<file path="config.mk">
export PLATFORM = sky130hd
export DESIGN_NAME = alu_decode_stage
export DESIGN_NICKNAME = d
export VERILOG_FILES = /design/src/rtl/alu_decode_stage.sv
export SDC_FILE = /design/constraint.sdc
export NUM_CORES = 1
export LEC_CHECK = 0
export BUFFER_PORTS_ARGS = -buffer_cell sky130_fd_sc_hd__buf_2
export CORE_ASPECT_RATIO = 1.25
export CORE_MARGIN = 4
export CORE_UTILIZATION = 25
export CTS_CLUSTER_DIAMETER = 150
export DETAILED_ROUTE_END_ITERATION = 12
export HOLD_SLACK_MARGIN = 0.1
export PLACE_DENSITY = 0.51
export SYNTH_ARGS = -nofsm -noshare
export SYNTH_HDL_FRONTEND = slang
export SYNTH_SLANG_ARGS = --single-unit
</file>
<file path="constraint.sdc">
create_clock -name clk -period 1.4 [get_ports clk]
set_input_delay 0.14 -clock clk [delete_from_list [all_inputs] [get_ports clk]]
set_output_delay 0.14 -clock clk [all_outputs]
set_load 0.01 [all_outputs]
</file>
<file path="src/rtl/alu_decode_stage.sv">
// alu_decode_stage
//   D->E pipeline register plus main/ALU decoder for an RV64I + Zba execute ALU.
//   Each cycle the instruction in decode is decoded and, unless the E register
//   is stalled or flushed, loaded into E. A one-bit halt FSM stops issue after
//   an illegal encoding has been loaded into E; only reset leaves HALT.
// Ports
//   clk, rst_n           clock, async active-low reset
//   InstrD, ValidD       decode-stage instruction word and its valid flag
//   StallE, FlushE       hold / bubble control for the E register
//   ValidE..IllegalE     registered E-side decode results
//   HaltD                block halted, decode must stop fetching
module alu_decode_stage (
  input  logic        clk,
  input  logic        rst_n,
  input  logic [31:0] InstrD,
  input  logic        ValidD,
  input  logic        StallE,
  input  logic        FlushE,
  output logic        ValidE,
  output logic [3:0]  ALUControlE,
  output logic [2:0]  funct3E,
  output logic        ALUSrcE,
  output logic [63:0] ImmExtE,
  output logic [4:0]  Rs1E,
  output logic [4:0]  Rs2E,
  output logic [4:0]  RdE,
  output logic        RegWriteE,
  output logic        MemWriteE,
  output logic        BranchE,
  output logic        IllegalE,
  output logic        HaltD
);

  localparam logic [3:0] ALU_ADD = 4'b0000, ALU_SUB = 4'b0001, ALU_AND = 4'b0010,
                         ALU_OR  = 4'b0011, ALU_SLT = 4'b0100, ALU_XOR = 4'b0101,
                         ALU_ADDUW = 4'b1011;

  localparam logic [6:0] OPC_OP = 7'b0110011, OPC_OP32 = 7'b0111011, OPC_OPIMM = 7'b0010011,
                         OPC_LOAD = 7'b0000011, OPC_STORE = 7'b0100011, OPC_BRANCH = 7'b1100011;

  typedef struct packed {
    logic        valid;
    logic [3:0]  alu;
    logic [2:0]  f3;
    logic        src;
    logic [63:0] imm;
    logic [4:0]  rs1;
    logic [4:0]  rs2;
    logic [4:0]  rd;
    logic        rw;
    logic        mw;
    logic        br;
    logic        ill;
  } ereg_t;

  typedef enum logic {S_RUN, S_HALT} state_t;

  state_t state_q, state_d;
  ereg_t  e_q, e_d, dec;

  logic [6:0] opc;
  logic [6:0] f7;
  logic [2:0] f3;
  logic [3:0] base_alu;
  logic       base_ok;
  logic       issue;

  assign opc = InstrD[6:0];
  assign f7  = InstrD[31:25];
  assign f3  = InstrD[14:12];

  // funct3 -> ALU op shared by OP (funct7=0) and OP-IMM
  always_comb begin
    base_alu = ALU_ADD;
    base_ok  = 1'b1;
    case (f3)
      3'b000:  base_alu = ALU_ADD;
      3'b010:  base_alu = ALU_SLT;
      3'b100:  base_alu = ALU_XOR;
      3'b110:  base_alu = ALU_OR;
      3'b111:  base_alu = ALU_AND;
      default: base_ok  = 1'b0;
    endcase
  end

  // Default is the illegal decode: ADD, no controls, zero immediate.
  // funct3 and register fields always pass through.
  always_comb begin
    dec       = '0;
    dec.valid = 1'b1;
    dec.f3    = f3;
    dec.rs1   = InstrD[19:15];
    dec.rs2   = InstrD[24:20];
    dec.rd    = InstrD[11:7];
    dec.ill   = 1'b1;
    case (opc)
      OPC_OP: begin
        if (f7 == 7'b0000000 && base_ok) begin
          dec.alu = base_alu; dec.rw = 1'b1; dec.ill = 1'b0;
        end else if (f7 == 7'b0100000 && f3 == 3'b000) begin
          dec.alu = ALU_SUB; dec.rw = 1'b1; dec.ill = 1'b0;
        end else if (f7 == 7'b0010000 && (f3 == 3'b010 || f3 == 3'b100 || f3 == 3'b110)) begin
          // SH1ADD/SH2ADD/SH3ADD = 1000/1001/1010 follow funct3[2:1] = 01/10/11
          dec.alu = {2'b10, f3[2:1] - 2'd1}; dec.rw = 1'b1; dec.ill = 1'b0;
        end
      end
      OPC_OP32: begin
        if (f7 == 7'b0000100 && f3 == 3'b000) begin
          dec.alu = ALU_ADDUW; dec.rw = 1'b1; dec.ill = 1'b0;
        end
      end
      OPC_OPIMM: begin
        if (base_ok) begin
          dec.alu = base_alu; dec.rw = 1'b1; dec.src = 1'b1; dec.ill = 1'b0;
          dec.imm = {{52{InstrD[31]}}, InstrD[31:20]};
        end
      end
      OPC_LOAD: begin
        dec.rw = 1'b1; dec.src = 1'b1; dec.ill = 1'b0;
        dec.imm = {{52{InstrD[31]}}, InstrD[31:20]};
      end
      OPC_STORE: begin
        dec.mw = 1'b1; dec.src = 1'b1; dec.ill = 1'b0;
        dec.imm = {{52{InstrD[31]}}, InstrD[31:25], InstrD[11:7]};
      end
      OPC_BRANCH: begin
        dec.alu = ALU_SUB; dec.br = 1'b1; dec.ill = 1'b0;
        dec.imm = {{51{InstrD[31]}}, InstrD[31], InstrD[7], InstrD[30:25], InstrD[11:8], 1'b0};
      end
      default: ;
    endcase
  end

  // A real load into E only happens in RUN, unstalled, unflushed, with ValidD
  assign issue = !FlushE && !StallE && ValidD && (state_q == S_RUN);

  always_comb begin
    if (FlushE)      e_d = '0;
    else if (StallE) e_d = e_q;
    else if (issue)  e_d = dec;
    else             e_d = '0;
  end

  always_comb begin
    state_d = state_q;
    if (issue && dec.ill) state_d = S_HALT;
  end

  always_ff @(posedge clk or negedge rst_n) begin
    if (!rst_n) begin
      state_q <= S_RUN;
      e_q     <= '0;
    end else begin
      state_q <= state_d;
      e_q     <= e_d;
    end
  end

  assign ValidE      = e_q.valid;
  assign ALUControlE = e_q.alu;
  assign funct3E     = e_q.f3;
  assign ALUSrcE     = e_q.src;
  assign ImmExtE     = e_q.imm;
  assign Rs1E        = e_q.rs1;
  assign Rs2E        = e_q.rs2;
  assign RdE         = e_q.rd;
  assign RegWriteE   = e_q.rw;
  assign MemWriteE   = e_q.mw;
  assign BranchE     = e_q.br;
  assign IllegalE    = e_q.ill;
  assign HaltD       = (state_q == S_HALT);

endmodule

</file>
==> run summary <==
status: complete, no violations
Worst-Skew Late Latency: 0.29 ns
crit-path most repeated cell: buf_6
worst vdd ir: 0.344 mV
f_max: 0.715 GHz
Hold Violations, Final: 0
Die Width: 96.5 um
Synth top area share: 0.429
Starting DRT DRC Count: 117
DP Cell Count: 465
TritonCTS clock tree: built
Max clock buf depth: 2
DP Area: 3080 sq um
slowest stage delay, CP: 0.59 ns
P_leak: 1.87 nW
met3 WL: 503 um
Worst slew margin: 0.664
synthesized area per cell: 10.3 sq um
mapped cell area: 2450 sq um
most area-consuming cells after synthesis: dfrtp_1, buf_4, a22o_1
CTS H-tree depth: 2
PwrDens: 788 nW/um^2
sw power: 0.000629 W
EDFF count, synth: 0
worst hold margin: 0.107 ns
HPWL Detailed: 5530 um
Die H: 119 um
Comb pwr share: 0.111
WP data arrival: 1.60 ns
Final min period: 1.40 ns
met1 WL: 2760 um
Clock Sinks: 42
Root Driver: clkbuf_16
crit path max fanout: 7
Synth warnings: 0
setup bufs post-CTS: 0
Slew Limit Fails: 0
Diodes inserted: 0
share of total power in the clock network: 0.439
top sig layer: met4
via/cell ratio: 4.55
Die ar.: 11400 sq um
Setup crit end kind: flip-flop
Post-Route WL: 7170 um
number of global-route vias before repair: 2264
Port Buf Inserts: 129
Worst-Margin Slew: 0.499 ns
Inserted Clock Buffers: 5
FF+latch count, synth: 42
first-pass GRT wire length: 11300 um
Sw Share: 0.233
commonest cells in the synthesized netlist: buf_4, dfrtp_1, a22o_1
number of antenna violations at the first check in global routing: 0
Final setup viols: 0
Final Non-Filler Cells: 489
IO Count: 130
DRC: 0
vias: 2223
Max-cap violations: 0
Netlist cell types: 49
period utilization: 0.999
Critical Path Slowest Stage Cell: or4_4
Met2 Routed Length: 3780 um
Synthesized Nets: 277
final worst slack: 0.00156 ns
Place WS: -0.355 ns
Int Pwr: 0.00207 W
largest net degree at the start of global routing: 54
sequential share of power: 0.450
RSZ-0062 raised after global routing: yes
Hold Crit Class: in -> reg
Data required, critical path: 1.60 ns
Layout area overhead: 39.7%
cells after synthesis: 238
WL per Instance: 14.7 um
Cell Chain, Critical Path: buf_6 > or4_4 > buf_6 > nor4_4 > o211ai_1 > a32oi_1
starting density of the core: 0.255
RePlAce Congestion: 0.869
ys async rst share: 1.00
top cell type by total area after synthesis: dfrtp_1
CTS clk-pin slew, worst paths: 0.06 ns
# nets final: 401
CP startpoint kind: primary input
DRT antenna net count: 0
clk_skew: 0.00668 ns
sequential-to-total area share from yosys stat: 0.429
DR pass1 iterations: 4
row count: 40
fraction of layout cells with a size suffix above 1: 0.512
prevailing post-synth register cell: dfrtp_1
All-Layer GR Usage: 0.126
grt total ovfl: 0
overall power: 0.00269 W
CORE AREA: 9610 sq um
kind of critical path: in -> reg
top-count cell post-synth: buf_4
Finished Cell Area: 3420 sq um
-- cell usage in the layout (no fill, tap or decap), types with 3 or more instances in the layout --
cell and count:
nand2_1 17, dfrtp_1 41, o211ai_1 4, buf_4 31, o21ai_0 8, a22o_1 25
o21ai_1 3, nor2_1 8, and2_1 3, buf_2 128, clkbuf_16 5, nand3_1 4
a22oi_1 8, a32oi_1 4, a21oi_1 4, inv_1 4, dlygate4sd3_1 16
-- worst max-delay path: cells and delay by family --
family	cells	cell delay, ns
buf+inv	2	0.24
simple gates	2	0.86
compound gates	2	0.35
-- area by class of cell --
| type | count | area [sq um] |
|---|---|---|
| fillers | 1021 | 6190 |
| repair buffers | 178 | 1080 |
| flip-flops and latches | 42 | 1050 |
| multi-input cells | 131 | 963 |
| well taps | 126 | 158 |
| clock buffers | 6 | 139 |
| inverters | 4 | 15.0 |
| clock inverters | 2 | 12.5 |
-- per-stage QoR --
| stage | utilization | setup TNS, ns |
|---|---|---|
| 6_report | 0.356 | 0 |
| 2_1_floorplan | - | -0.0807 |
| 3_3_place_gp | 0.321 | -5.76 |
| 4_1_cts | 0.355 | 0 |
| 3_5_place_dp | 0.321 | -6.52 |
| 5_1_grt | 0.356 | -0.151 |
-- registers in the layout (all words and copies together), names as in the netlist --
| signal | count |
|---|---|
| ALUControlE | 4 |
| HaltD | 1 |
| funct3E | 3 |
| IllegalE | 1 |
| RegWriteE | 1 |
| ValidE | 1 |
| RdE | 5 |
| BranchE | 1 |
| MemWriteE | 1 |
| Rs2E | 5 |
| ALUSrcE | 1 |
| Rs1E | 5 |
| ImmExtE | 13 |
-- path summary, 6_finish.rpt --
check                      cells after the start                    endpoint  slack (ns)           startpoint
min reg2reg                                    2         ALUSrcE$_DFFE_PN0P_        0.47  ALUSrcE$_DFFE_PN0P_
max in group asynchronous                      3     ImmExtE[62]$_DFFE_PN0P_        0.76                rst_n
min in group asynchronous                      2          RdE[2]$_DFFE_PN0P_        0.20                rst_n
min                                            2         Rs2E[4]$_DFFE_PN0P_        0.11           InstrD[24]
max                                            6  ALUControlE[0]$_DFFE_PN0P_       0.002           InstrD[28]
max reg2reg                                    4      ImmExtE[2]$_DFFE_PN0P_        0.17    HaltD$_DFFE_PN0P_
-- kinds of logic after synthesis --
group / share of synthesized area
compound gates: 0.217
xor+xnor: 0.00358
fa+ha+maj: 0.0102
buf+inv: 0.187
flops: 0.429
simple gates: 0.152
-- power groups by stage --
| stage | clock (W) | combinational (W) | sequential (W) |
|---|---|---|---|
| after floorplan | 0 | 0.0000875 | 0.00124 |
| after global placement | 0 | 0.000263 | 0.00124 |
| after detailed placement | 0 | 0.000265 | 0.00124 |
| after CTS | 0.00124 | 0.000302 | 0.00121 |
| after global routing | 0.00127 | 0.000333 | 0.00121 |
| final | 0.00118 | 0.000298 | 0.00121 |
-- routing by layer --
metal  track usage  up-vias
met5             0        -
li1              -     1066
met3        0.0178       10
met1         0.151     1059
met4        0.0474        0
met2         0.222       88
-- timing repair --
| action | CTS | global route |
|---|---|---|
| setup endpoints to repair | 54 | 16 |
| hold buffers | 16 | 0 |
| endpoints found under the hold margin | 57 | 0 |
| gates resized for setup | 3 | 4 |
| cloned | 0 | 0 |
| pin swaps | 1 | 0 |
Note: power is estimated with default switching activity, not from simulation.
